### config.mk
export PLATFORM = sky130hd
export DESIGN_NAME = odd_one_out_feeder
export DESIGN_NICKNAME = d
export VERILOG_FILES = /design/src/rtl/odd_one_out_feeder_pkg.sv /design/src/rtl/button_debouncer.sv /design/src/rtl/odd_one_out_feeder.sv
export SDC_FILE = /design/constraint.sdc
export NUM_CORES = 1
export LEC_CHECK = 0
export CORE_ASPECT_RATIO = 0.75
export CORE_UTILIZATION = 50
export CTS_BUF_LIST = sky130_fd_sc_hd__clkbuf_4
export DETAILED_ROUTE_END_ITERATION = 10
export GPL_ROUTABILITY_DRIVEN = 0
export PLACE_DENSITY = 0.81
export SYNTH_ARGS = -nofsm -noshare
export SYNTH_HDL_FRONTEND = slang
export SYNTH_HIERARCHICAL = 1
export SYNTH_SLANG_ARGS = --single-unit
### constraint.sdc
create_clock -name clk -period 2.27 [get_ports clk]
set_clock_uncertainty 0.1 [all_clocks]
set_input_delay 0.454 -clock clk [delete_from_list [all_inputs] [get_ports clk]]
set_output_delay 0.454 -clock clk [all_outputs]
set_load 0.03 [all_outputs]
### src/rtl/odd_one_out_feeder_pkg.sv
// Shared constants and types for the odd_one_out input sequencer.
package odd_one_out_feeder_pkg;

  localparam int unsigned DATA_W  = 8;
  localparam int unsigned PHASE_W = 2;

  typedef enum logic [PHASE_W-1:0] {
    IDLE     = 2'd0,
    LOAD     = 2'd1,
    WAIT_RES = 2'd2,
    DONE     = 2'd3
  } phase_e;

  // Registered output bundle presented to the core and the display
  typedef struct packed {
    logic [DATA_W-1:0] integers;
    logic [DATA_W-1:0] n;
    logic [DATA_W-1:0] remaining;
    logic              latch_in;
    logic              err;
  } feeder_regs_t;

endpackage

### src/rtl/button_debouncer.sv
// Two-flop synchronizer plus counter debouncer; emits a one-cycle pulse on
// each debounced rising edge.
module button_debouncer #(
  parameter int unsigned DEBOUNCE_CYCLES = 1_000_000
) (
  input  logic clk,
  input  logic reset,
  input  logic btn,
  output logic press
);

  localparam int unsigned CNT_W = $clog2(DEBOUNCE_CYCLES + 1);

  logic             sync_q1;
  logic             sync_q2;
  logic             level_q;
  logic             press_q;
  logic [CNT_W-1:0] cnt_q;

  // Counter runs only while the synchronized and debounced levels disagree
  always_ff @(posedge clk or negedge reset) begin
    if (!reset) begin
      sync_q1 <= 1'b0;
      sync_q2 <= 1'b0;
      level_q <= 1'b0;
      press_q <= 1'b0;
      cnt_q   <= '0;
    end else begin
      sync_q1 <= btn;
      sync_q2 <= sync_q1;
      press_q <= 1'b0;
      if (sync_q2 == level_q) begin
        cnt_q <= '0;
      end else if (cnt_q == CNT_W'(DEBOUNCE_CYCLES)) begin
        level_q <= sync_q2;
        press_q <= sync_q2;
        cnt_q   <= '0;
      end else begin
        cnt_q <= cnt_q + CNT_W'(1);
      end
    end
  end

  assign press = press_q;

endmodule

### src/rtl/odd_one_out_feeder.sv
// Board-side sequencer: captures N from the switches, then issues N integers
// to odd_one_out, one latch_in strobe per debounced enter press.
module odd_one_out_feeder
  import odd_one_out_feeder_pkg::*;
#(
  parameter int unsigned DEBOUNCE_CYCLES = 1_000_000
) (
  input  logic               clk,
  input  logic               reset,
  input  logic [DATA_W-1:0]  sw,
  input  logic               btn_enter,
  input  logic               btn_clear,
  input  logic               ready,
  output logic [DATA_W-1:0]  integers,
  output logic [DATA_W-1:0]  N,
  output logic               latch_in,
  output logic [DATA_W-1:0]  remaining,
  output logic [PHASE_W-1:0] phase,
  output logic               err
);

  logic         enter_press;
  logic         clear_press;
  logic         ready_q;
  logic         ready_rise;
  phase_e       state_q;
  phase_e       state_d;
  feeder_regs_t regs_q;
  feeder_regs_t regs_d;

  button_debouncer #(.DEBOUNCE_CYCLES(DEBOUNCE_CYCLES)) u_enter_db (
    .clk   (clk),
    .reset (reset),
    .btn   (btn_enter),
    .press (enter_press)
  );

  button_debouncer #(.DEBOUNCE_CYCLES(DEBOUNCE_CYCLES)) u_clear_db (
    .clk   (clk),
    .reset (reset),
    .btn   (btn_clear),
    .press (clear_press)
  );

  // Rise detect keeps a ready left high from a previous run from completing this one
  assign ready_rise = ready & ~ready_q;

  always_ff @(posedge clk or negedge reset) begin
    if (!reset) begin
      state_q <= IDLE;
      regs_q  <= '0;
      ready_q <= 1'b0;
    end else begin
      state_q <= state_d;
      regs_q  <= regs_d;
      ready_q <= ready;
    end
  end

  // Clear overrides any simultaneous enter
  always_comb begin
    state_d = state_q;
    if (clear_press) begin
      state_d = IDLE;
    end else begin
      case (state_q)
        IDLE:     if (enter_press && sw != '0) state_d = LOAD;
        LOAD:     if (enter_press && regs_q.remaining <= DATA_W'(1)) state_d = WAIT_RES;
        WAIT_RES: if (ready_rise) state_d = DONE;
        DONE:     if (enter_press) state_d = IDLE;
        default:  state_d = IDLE;
      endcase
    end
  end

  always_comb begin
    regs_d          = regs_q;
    regs_d.latch_in = 1'b0;
    if (clear_press) begin
      regs_d.remaining = '0;
      regs_d.err       = 1'b0;
    end else begin
      case (state_q)
        IDLE: begin
          if (enter_press) begin
            if (sw != '0) begin
              regs_d.n         = sw;
              regs_d.remaining = sw;
              regs_d.err       = 1'b0;
            end else begin
              regs_d.err = 1'b1;
            end
          end
        end
        LOAD: begin
          if (enter_press && regs_q.remaining != '0) begin
            regs_d.integers  = sw;
            regs_d.latch_in  = 1'b1;
            regs_d.remaining = regs_q.remaining - DATA_W'(1);
          end
        end
        default: ;
      endcase
    end
  end

  assign integers  = regs_q.integers;
  assign N         = regs_q.n;
  assign latch_in  = regs_q.latch_in;
  assign remaining = regs_q.remaining;
  assign err       = regs_q.err;
  assign phase     = state_q;

endmodule

Word-level counts from Yosys, hierarchy flattened --
Index checks and enable logic that the tools add are counted.
Cells by class: bitwise operators 5, reductions and logical operators 16, add/sub/neg operators 3, equality and inequality tests 14, multiplexer cells 25, magnitude comparators 1
Operators with widths (count):
- $mux 20 | 4
- $add 20x1->20 const B | 2
- $eq 20x20->1 const B | 2
- $mux 8 | 3
- $pmux 8 s2 | 1
- $reduce_bool 8->1 | 2
- $ne 3x2->1 const B | 5
- $reduce_and 4->1 | 3
- $mux 1 | 10
- $mux 2 | 5
- $mux 9 | 1
- $le 8x1->1 const B | 1
- $pmux 2 s4 | 1
- $sub 8x1->8 const B | 1
- $ne 3x1->1 const B | 2
- $reduce_and 2->1 | 3
- $eq 2x2->1 const B | 2
- $not 1->1 | 4
- $reduce_bool 2->1 | 2
- $logic_and 1x1->1 | 3
- $reduce_and 3->1 | 1
- $reduce_bool 3->1 | 1
- $eq 1x1->1 | 2
- $eq 2x1->1 const B | 1
- other kinds (2) | 2
Storage, ports and cells: logic and storage cells 81, bits of input ports 13, flip-flop bits (word level) 77, output and inout bits 28

Logic depth before layout (Yosys ltp) --
Gate-level depths: netlist of the first run.
depth in word-level cells 5, mapped depth 8, depth with buffers taken out 7

By module --
Netlist of the first run, hierarchy kept.
By module, submodules not included:
- odd_one_out_feeder | instances 1, sequential area each 725.7 µm², area each 1529.0 µm², cells each 136
- button_debouncer (u_enter_db) | instances 1, sequential area each 600.6 µm², area each 1249.9 µm², cells each 119
- button_debouncer (u_clear_db) | instances 1, sequential area each 600.6 µm², area each 1168.6 µm², cells each 119

Worst setup path before layout of the first run --
Ideal clock, no wire load.
path kind reg2reg, start reg regs_q, in the netlist remaining[0], end reg regs_q, in the netlist remaining[6], clock period less this slack 2.113 ns, path buffers 0, setup time 0.068 ns, arrival time 1.946 ns, cell stages (with the launch flop) 7, data required time 2.102 ns, path slack 0.157 ns, path through dfrtp_1 inv_1 ha_1 or3b_2 or4_1 a21oi_1 a32o_1
On the way: longest elaborated chain between the ends 4, elaborated cells between the ends (all ways) 8, classes of those cells add/sub: 1; eq/ne: 1; mux: 3; reduce/logical: 3
Ends and longest elaborated chain:
- start, declared | line odd_one_out_feeder.sv:28 | feeder_regs_t regs_q;
- start signal, assigned | line odd_one_out_feeder.sv:55 | regs_q <= regs_d;
- $sub 8x1->8 or $reduce_bool 8->1 (tied branches) | line odd_one_out_feeder.sv:99, odd_one_out_feeder.sv:96
- $mux 9 or $logic_and 1x1->1 (tied branches) | line odd_one_out_feeder.sv:96 | if (enter_press && regs_q.remaining != '0) begin
- $pmux 8 s2 or $ne 3x2->1 (tied branches)
- $mux 8 or $reduce_and 4->1 (tied branches)
Several ways; a longest one is shown, not always the timed one. The select of a mux whose other input is x is not followed. A chain may end at the register's enable or synchronous reset.

Worst setup path in the final report of the first run --
start reg regs_q, in the netlist remaining[5], end out remaining[5]
RTL lines:
- end, declared | line odd_one_out_feeder.sv:17 | output logic [DATA_W-1:0] remaining,
No word-level cell between the ends.

==> summary.txt, run 1 <==
Layout
  • Filler cell count: 594
  • Layout Cells excl Fill: 556
  • FF/Latch Area: 1930 um2
  • Share of cells above drive strength 1: 20.7%
  • Final instance area: 4820 um2
  • Multi-input logic area: 1870 um2
  • Ant diodes: 0
  • NumNets Final: 475
  • Area Overhead vs Synth: 22.2%

Critical path
  • CP Class: reg2out
  • CP Capture Type: primary output
  • Crit start category: register
  • CP arrival: 1640 ps
  • Worst Path Required: 1720 ps
  • Slowest cell on crit path: clkdlybuf4s50_1
  • Cell Chain, Critical Path: buf_4 > clkdlybuf4s50_1
  • CP Max Fanout: 5
  • Worst path max stage delay: 670 ps

Route
  • WL final: 8850 um
  • Vias per cell: 5.64
  • Routed len/inst: 15.9 um
  • Vias: 3136
  • Iter 0 DRT Violations: 269
  • DRC violations left: 0
  • First drt pass iteration count: 5
  • Post-DRT Antenna Nets: 0

GRT
  • Total GRT Usage: 23.3%
  • First-pass GRT wire length: 15100 um
  • Vias in the first global route: 3076
  • Antenna violations before repair: 0
  • Pin count of the biggest net entering global routing: 42
  • Global route overflow: 0

Logic synthesis
  • Synth area leader: dfrtp_1
  • Synth unique cells: 57
  • Cells after Synth: 374
  • Synthesis Warnings: 6
  • Mean area per synthesized cell: 10.6 um2
  • Sequential area share after synthesis: 48.8%
  • Top post-synthesis cells by area: dfrtp_1 49%, mux2_2 5.1%, xnor2_1 4.9%
  • Syn nets: 399
  • Syn Std Cell Area: 3950 um2
  • Commonest cells post-synth: 77 x dfrtp_1, 51 x nor2_1, 22 x xnor2_1
  • Post-synth EDFFs: 0
  • Ys flop type: dfrtp_1
  • Yosys reg bits: 77
  • Synth top area share: 48.8%
  • Async set-or-reset flop fraction in the synthesized netlist: 100%
  • Most frequent cell after synthesis: dfrtp_1

Timing
  • RSZ-0062 raised after global routing: no
  • Max frequency: 455 MHz
  • Final setup viols: 0
  • Relative slew slack: 59.8%
  • Final hold violation count: 0
  • Minimum clock period: 2200 ps
  • Slew Limit Fails: 0
  • Worst slew pin tran: 600 ps
  • Period utilization: 96.9%

Power and ir drop
  • Sw Ratio: 26.2%
  • Power per cell area: 510 nW/um2
  • Design Power: 0.00246 W
  • Clock power frac: 35.9%
  • Leak: 2.02 nW
  • Comb pwr share: 6.7%
  • Int Pwr: 0.00182 W
  • Peak supply drop: 441 uV
  • Net Sw Power: 0.000644 W
  • Reg power frac: 57.5%

Run
  • Max-Cap Viols: 0

Floorplan
  • Initial Util: 52.6%
  • Die width: 105 um
  • Die height: 79.0 um
  • Die footprint: 8260 um2
  • Io pins: 41
  • FP Rows: 27
  • Core area: 7500 um2

Placement
  • Hpwl dp: 6390 um
  • PortBufs: 40
  • Cell total after placement: 534
  • Post-DP Area: 4620 um2

CTS
  • CTS tree: done
  • Root Driver: clkbuf_4
  • CTS clk-pin slew, worst paths: 140 ps
  • # H-tree levels: 3
  • Clock buffer count from CTS: 9
  • Worst skew pair latency: 440 ps
  • Clock sinks: 77
  • CTS max path bufs: 2

Hold path
  • HP Class: reg2reg

Outcome
  • Status: finished clean
stage by stage:
| stage | setup TNS [ps] | util (%) | setup WS (ps) | hold WS (ps) |
|---|---|---|---|---|
| global route | 0 | 64.3 | 6.31 | 285 |
| floorplan | 0 | - | 157 | 58.4 |
| global placement | -656 | 61.6 | -119 | 238 |
| finish | 0 | 64.3 | 71.0 | 276 |
| detailed placement | -1550 | 61.6 | -185 | 246 |
| CTS | 0 | 63.7 | 16.3 | 276 |
worst max-delay path, delay by kind of cell, from the launching register on:
kind / cells / cell delay (ps)
flops: 1 / 390
buf+inv: 2 / 810
registers in the layout, indices dropped and copies added (netlist names), 2 cells and up:
signal and flops:
N 8, integers 8, phase 2, remaining 8, u_clear_db/cnt_q 20, u_enter_db/cnt_q 20
kinds of logic (layout without fill, tap and decap cells):
family          count (synthesis)  in the layout  share of synthesized area [%]
compound gates                 50             50                           8.97
xor+xnor                       30             30                           6.66
fa+ha+maj                      12             12                           3.80
buf+inv                        29            110                           3.77
flops                          77             77                           48.8
mux                            20             20                           5.64
simple gates                  156            156                           22.3
routing by layer:
| metal | part of all wire (%) | track usage, % | vias to the layer above |
|---|---|---|---|
| met4 | 1.5 | 9.30 | 0 |
| li1 | - | - | 1484 |
| met3 | 5.1 | 5.34 | 15 |
| met5 | 0 | 0 | - |
| met2 | 47 | 37.0 | 99 |
| met1 | 47 | 31.2 | 1538 |
cell usage in the layout (no fill, tap or decap), types with 5 or more instances in the layout:
cell	count
nand3_1	17
nor2_1	51
ha_1	12
clkdlybuf4s50_1	37
nor3_1	6
nand2_1	18
mux2_2	18
buf_4	33
o21ai_0	7
dfrtp_1	77
clkbuf_4	9
xor2_1	8
inv_1	20
xnor2_1	22
or4_1	8
o31ai_1	5
a21oi_1	17
or3_1	6
nand4_1	8
nor4_1	10
worst paths after layout:
check | cells after the start | start | endpoint | slack, ps
min | 0 | u_enter_db/sync_q1 | u_enter_db/sync_q2 | 280
max in group asynchronous | 3 | reset | u_enter_db/cnt_q[7] | 1080
max | 2 | remaining[5] | remaining[5] | 70
min in group asynchronous | 2 | reset | remaining[7] | 410
max reg2reg | 4 | u_clear_db/cnt_q[2] | u_clear_db/cnt_q[17] | 130
min reg2reg | 0 | u_enter_db/sync_q1 | u_enter_db/sync_q2 | 280
power groups by stage:
stage | sequential (W) | combinational, W | clock [W]
floorplan | 0.00145 | 0.0000527 | 0
global placement | 0.00144 | 0.000160 | 0
detailed placement | 0.00144 | 0.000164 | 0
CTS | 0.00141 | 0.000167 | 0.000912
global route | 0.00142 | 0.000180 | 0.000965
finish | 0.00141 | 0.000164 | 0.000882
area by class of cell:
class,instances,area share (%)
clock inverter,7,1.71
tap,101,2.62
inverter,20,1.56
sequential,77,39.9
multi-input combinational,268,38.8
timing repair buffer,74,14.0
clock buffer,9,1.40
repair_timing:
| item | CTS | global route |
|---|---|---|
| resized for setup | 0 | 2 |
| gates cloned | 0 | 0 |
| buffers inserted | 0 | 5 |
| hold endpoints to repair | 40 | 0 |
| endpoints found under the setup margin | 1 | 7 |
| pin swaps | 1 | 1 |
| hold buffers | 1 | 0 |
(Power assumes the default switching activity.)
==> inputs of run 2 (changes only) <==
--- a/config.mk
+++ b/config.mk
@@ -5,13 +5,16 @@
 export SDC_FILE = /design/constraint.sdc
 export NUM_CORES = 1
 export LEC_CHECK = 0
+export CAP_MARGIN = 15
 export CORE_ASPECT_RATIO = 0.75
 export CORE_UTILIZATION = 50
 export CTS_BUF_LIST = sky130_fd_sc_hd__clkbuf_4
 export DETAILED_ROUTE_END_ITERATION = 10
 export GPL_ROUTABILITY_DRIVEN = 0
 export PLACE_DENSITY = 0.81
+export REMOVE_ABC_BUFFERS = 1
 export SYNTH_ARGS = -nofsm -noshare
 export SYNTH_HDL_FRONTEND = slang
 export SYNTH_HIERARCHICAL = 1
 export SYNTH_SLANG_ARGS = --single-unit
+export TNS_END_PERCENT = 20
==> run 2 against run 1 <==
Against the previous run: setup slack gained 9.1 ps; via count down 2.1%; design area decreased by 1.2%; power fell by 5.1%; critical path depth is the same; combinational power down 4%; flip-flop and latch count unchanged; sequential share of layout area rose by 0.47 points; clock power fell by 13%; critical endpoint is now remaining[2].
==> summary.txt, run 2 (synthesis gave the netlist of run 1 again) <==
GRT
  • Total GRT Usage: 21.9% (-1.4 points)
  • First-pass GRT wire length: 14200 um (-5.7%)
  • Pin count of the biggest net entering global routing: 56 (+33%)
  • Global route overflow: 0 (unchanged)
  • Vias in the first global route: 2943 (-4.3%)
  • Antenna violations before repair: 0 (unchanged)

Timing
  • Final Worst Setup Slack: 80.1 ps (+9.07 ps)
  • Relative slew slack: 66.5% (+6.7 points)
  • Final setup viols: 0 (unchanged)
  • Slew Limit Fails: 0 (unchanged)
  • Final hold violation count: 0 (unchanged)
  • Max frequency: 457 MHz (+0.41%)
  • Hold WS: 281 ps (+4.68 ps)
  • Setup TNS: 0 ps (unchanged)
  • Period utilization: 96.5% (-0.40 points)
  • Worst slew pin tran: 498 ps (-102 ps)
  • Minimum clock period: 2190 ps (-9.07 ps)
  • RSZ-0062 raised after global routing: no

Run
  • Max-Cap Viols: 0 (unchanged)

CTS
  • Post-CTS Resized: 0 (unchanged)
  • Clock buffer count from CTS: 9 (unchanged)
  • CTS clk-pin slew, worst paths: 140 ps (about the same)
  • CTS max path bufs: 2 (unchanged)
  • Worst skew pair latency: 440 ps (about the same)
  • Root Driver: clkbuf_4
  • CTS tree: done
  • Clock sinks: 77 (unchanged)
  • # H-tree levels: 3 (unchanged)

Route
  • WL final: 8430 um (-4.8%)
  • Routed len/inst: 15.3 um (-3.9%)
  • DRC violations left: 0 (unchanged)
  • First drt pass iteration count: 4 (-1)
  • Vias per cell: 5.57 (-1.2%)
  • Post-DRT Antenna Nets: 0 (unchanged)
  • Vias: 3070 (-2.1%)
  • Iter 0 DRT Violations: 142 (-47%)

Power and ir drop
  • Power per cell area: 490 nW/um2 (-4.0%)
  • Leak: 1.96 nW (-3.0%)
  • Peak supply drop: 289 uV (-34%)
  • Design Power: 0.00233 W (-5.1%)

Critical path
  • Worst path max stage delay: 680 ps (about the same)
  • CP Capture Type: primary output
  • Slowest cell on crit path: clkdlybuf4s50_1
  • Cell Chain, Critical Path: buf_4 > clkdlybuf4s50_1
  • CP bufs+invs: 2 (unchanged)
  • CP Class: reg2out
  • Crit path max-delay family: buffers and inverters
  • Crit start category: register
  • CP arrival: 1640 ps (about the same)
  • CP Max Fanout: 7 (+2)
  • Worst Path Required: 1720 ps (about the same)

Floorplan
  • Initial Util: 52.6% (unchanged)
  • FP Rows: 27 (unchanged)
  • Die width: 105 um (unchanged)
  • Die height: 79.0 um (unchanged)
  • Die footprint: 8260 um2 (unchanged)
  • Io pins: 41 (unchanged)
  • Core area: 7500 um2 (unchanged)

Layout
  • Area Overhead vs Synth: 20.8%
  • Ant diodes: 0 (unchanged)
  • Top Registers: u_clear_db/cnt_q: 20 flops, u_enter_db/cnt_q: 20 flops
  • Most frequent cells in the layout: 77 x dfrtp_1, 51 x nor2_1, 39 x clkdlybuf4s50_1
  • Most common cell after layout, fill and taps aside: dfrtp_1
  • Share of cells above drive strength 1: 19.8% (-0.88 points)
  • NumNets Final: 470 (-1.1%)

Placement
  • PortBufs: 40 (unchanged)
  • Setup slack at placement: -189 ps (-4.24 ps)
  • Hpwl dp: 6060 um (-5.1%)

Hold path
  • HP Class: reg2reg

Outcome
  • Status: finished clean
run 2: changes by cell type in the layout (fill, tap and decap cells not counted):
cell / delta
bufinv_16: -1
buf_4: -6
inv_6: +1
buf_12: +1
clkinvlp_4: +2
inv_8: -1
clkdlybuf4s50_1: +2
clkinv_4: -1
dlymetal6s2s_1: -2
run 2: metrics by stage:
stage	util [%]	cell area [um2]	cells
final	63.6	4770	551
after global routing	63.6	4770	551
after CTS	63.2	4740	549
after detailed placement	61.4	4610	532
after global placement	61.4	4610	532
after floorplan	-	3870	365
run 2: cell type report:
class                           count  area [um2]
Fill cell                         603        2730
Sequential cell                    77        1930
Multi-Input combinational cell    268        1870
Timing Repair Buffer               69         643
Tap cell                          101         126
Inverter                           20        75.1
Clock buffer                        9        67.6
Clock inverter                      7        56.3
run 2: power breakdown:
part           switching (W)  internal (W)
combinational      0.0000891     0.0000692
sequential         0.0000208       0.00139
clock               0.000528      0.000235
total               0.000638       0.00170
run 2: worst reg2reg max path: cells and delay by family (launching register included):
kind | cells | cell delay [ps]
flip-flops | 1 | 470
AND/OR/NAND/NOR | 2 | 910
AO/OA/AOI/OAI | 2 | 270
buffers and inverters | 1 | 140
adder cells (fa/ha/maj) | 1 | 220
run 2: worst paths after layout:
check | to | depth (start not counted) | slack (ps) | from
min reg2reg | u_enter_db/sync_q2 | 0 | 280 | u_enter_db/sync_q1
max reg2reg | remaining[6] | 6 | 110 | remaining[1]
max in group asynchronous | u_clear_db/cnt_q[1] | 3 | 1130 | reset
min in group asynchronous | ready_q | 2 | 340 | reset
max | remaining[2] | 2 | 80 | remaining[2]
min | u_enter_db/sync_q2 | 0 | 280 | u_enter_db/sync_q1
run 2: what timing repair did:
action	4_1_cts	5_1_grt
buffers inserted	0	2
setup endpoints to repair	0	2
hold endpoints to repair	22	0
hold buffers	1	0
run 2: routing by layer:
layer  vias up  wire length (um)  GRT usage, %
met2       107              3980          36.2
li1       1472                 -             -
met3         9               454          4.68
met1      1482              3890          29.2
met5         -                 0             0
met4         0                97          6.48
==> inputs of run 3 (changes only) <==
--- a/config.mk
+++ b/config.mk
@@ -6,12 +6,15 @@
 export NUM_CORES = 1
 export LEC_CHECK = 0
 export CAP_MARGIN = 15
-export CORE_ASPECT_RATIO = 0.75
-export CORE_UTILIZATION = 50
+export CELL_PAD_IN_SITES_DETAIL_PLACEMENT = 0
+export CELL_PAD_IN_SITES_GLOBAL_PLACEMENT = 2
+export CORE_ASPECT_RATIO = 0.8
+export CORE_UTILIZATION = 38
 export CTS_BUF_LIST = sky130_fd_sc_hd__clkbuf_4
 export DETAILED_ROUTE_END_ITERATION = 10
 export GPL_ROUTABILITY_DRIVEN = 0
-export PLACE_DENSITY = 0.81
+export HOLD_SLACK_MARGIN = 0.06
+export PLACE_DENSITY = 0.9
 export REMOVE_ABC_BUFFERS = 1
 export SYNTH_ARGS = -nofsm -noshare
 export SYNTH_HDL_FRONTEND = slang
==> run 3 against run 2 <==
Against the previous run: hold slack worse by 20 ps; sequential power about the same; wire length up 4.4%; die area increased by 31%; count of clock-buffer cells in the layout grew 2; largest power group unchanged; critical path type unchanged; first-iteration DRC count up 17%; critical path depth stayed put; flip-flop and latch count unchanged; global-route usage decreased by 3.4 points.
==> summary.txt, run 3 (synthesis gave the netlist of run 1 again) <==
CTS
  • CTS max path bufs: 2 (unchanged)
  • Root Driver: clkbuf_4
  • Clock sinks: 77 (unchanged)
  • CTS tree: done
  • # H-tree levels: 3 (unchanged)
  • Clock buffer count from CTS: 9 (unchanged)
  • Worst skew pair latency: 420 ps (-20 ps)
  • CTS clk-pin slew, worst paths: 120 ps (-20 ps)

GRT
  • Antenna violations before repair: 0 (unchanged)
  • Pin count of the biggest net entering global routing: 78 (+39%)
  • First-pass GRT wire length: 15200 um (+7.3%)
  • Total GRT Usage: 18.5% (-3.4 points)
  • Global route overflow: 0 (unchanged)
  • Vias in the first global route: 3051 (+3.7%)

Timing
  • Period utilization: 95.4% (-1.0 points)
  • Worst slew pin tran: 525 ps (+27.3 ps)
  • Hold WS: 261 ps (-19.8 ps)
  • Final hold violation count: 0 (unchanged)
  • Final setup viols: 0 (unchanged)
  • Minimum clock period: 2170 ps (-23.3 ps)
  • Slew Limit Fails: 0 (unchanged)
  • Max frequency: 462 MHz (+1.1%)
  • Relative slew slack: 64.9% (-1.6 points)
  • RSZ-0062 raised after global routing: no

Layout
  • Most common cell after layout, fill and taps aside: dfrtp_1
  • Most frequent cells in the layout: 77 x dfrtp_1, 51 x nor2_1, 38 x clkdlybuf4s50_1
  • Ant diodes: 0 (unchanged)
  • Share of cells above drive strength 1: 20.1% (+0.35 points)
  • Final instance area: 4840 um2 (+1.4%)
  • Top Registers: u_clear_db/cnt_q: 20 flops, u_enter_db/cnt_q: 20 flops
  • NumNets Final: 472 (+0.43%)
  • Area Overhead vs Synth: 22.5%

Placement
  • Hpwl dp: 6160 um (+1.5%)
  • PortBufs: 40 (unchanged)
  • Post-DP Area: 4660 um2 (+1.1%)

Route
  • First drt pass iteration count: 4 (unchanged)
  • DRC violations left: 0 (unchanged)
  • Vias: 3079 (+0.29%)
  • WL final: 8790 um (+4.4%)
  • Routed len/inst: 15.0 um (-2.2%)
  • Iter 0 DRT Violations: 166 (+17%)
  • Post-DRT Antenna Nets: 0 (unchanged)
  • Vias per cell: 5.24 (-6.0%)

Floorplan
  • Die footprint: 10800 um2 (+31%)
  • FP Rows: 32 (+19%)
  • Initial Util: 40.1% (-13 points)
  • Core area: 9850 um2 (+31%)
  • Io pins: 41 (unchanged)
  • Die width: 116 um (+11%)
  • Die height: 93.2 um (+18%)

Critical path
  • CP Class: reg2out
  • CP Max Fanout: 3 (-4)
  • Worst Path Required: 1720 ps (about the same)
  • Crit start category: register
  • CP Capture Type: primary output
  • CP arrival: 1610 ps (-30 ps)

Power and ir drop
  • Leak: 1.98 nW (+1.2%)
  • Power per cell area: 495 nW/um2 (+1.2%)
  • Peak supply drop: 229 uV (-21%)

Hold path
  • HP Class: reg2reg

Outcome
  • Status: finished clean

Run
  • Max-Cap Viols: 0 (unchanged)
==> run 3: changes by cell type in the layout (fill, tap and decap cells not counted), sizes merged, moves of 2 or more <==
cell and change:
clkinvlp -3, buf +2, inv -3, clkbuf +2, clkinv +3
==> run 3: per-layer routing <==
metal  vias to the layer above  share of wire, %  GRT usage, %
li1                       1477                 -             -
met1                      1530                51          26.4
met2                        59                43          27.0
met3                        13               4.0          4.67
met4                         0               1.8          6.52
met5                         -                 0             0
==> run 3: power by group <==
part	leakage, nW	switching, W	internal, W
Sequential	1.02	0.0000184	0.00139
Clock	0.0743	0.000471	0.000354
Combinational	0.890	0.0000902	0.0000709
Total	1.98	0.000579	0.00182
==> run 3: repair_timing <==
action	in CTS	in global routing
buffers inserted	0	3
hold endpoints to repair	77	0
setup endpoints to repair	0	12
gates resized for setup	0	3
hold buffers	1	0
==> run 3: path summary, 6_finish.rpt <==
check	slack, ps	start	end	depth (start not counted)
max	100	phase[0]	phase[0]	2
min reg2reg	260	u_enter_db/sync_q1	u_enter_db/sync_q2	0
min	260	u_enter_db/sync_q1	u_enter_db/sync_q2	0
min in group asynchronous	450	reset	remaining[6]	3
max reg2reg	190	phase[1]	integers[4]	7
max in group asynchronous	1250	reset	u_clear_db/cnt_q[12]	3
==> run 3: per-stage QoR <==
stage | TNS, ps | util [%] | total power (W) | cells | setup WS, ps
floorplan | -130 | - | 0.00149 | 365 | -130
detailed placement | -2850 | 47.3 | 0.00160 | 568 | -195
global placement | -2330 | 47.3 | 0.00160 | 568 | -168
global route | 0 | 49.1 | 0.00253 | 588 | 3.12
finish | 0 | 49.1 | 0.00240 | 588 | 103
CTS | 0 | 48.7 | 0.00244 | 585 | 42.6
==> run 3: worst max-delay path, stage by stage (launching register included) <==
cell             delay (ps)
dfrtp_1                 400
buf_4                   140
clkdlybuf4s50_1         660
==> run 3: area by class of cell <==
type / count / area (um2)
clock buffer: 11 / 82.6
inverter: 20 / 75.1
fill: 939 / 5010
sequential: 77 / 1930
tap: 136 / 170
clock inverter: 5 / 51.3
multi-input combinational: 268 / 1880
timing repair buffer: 71 / 648
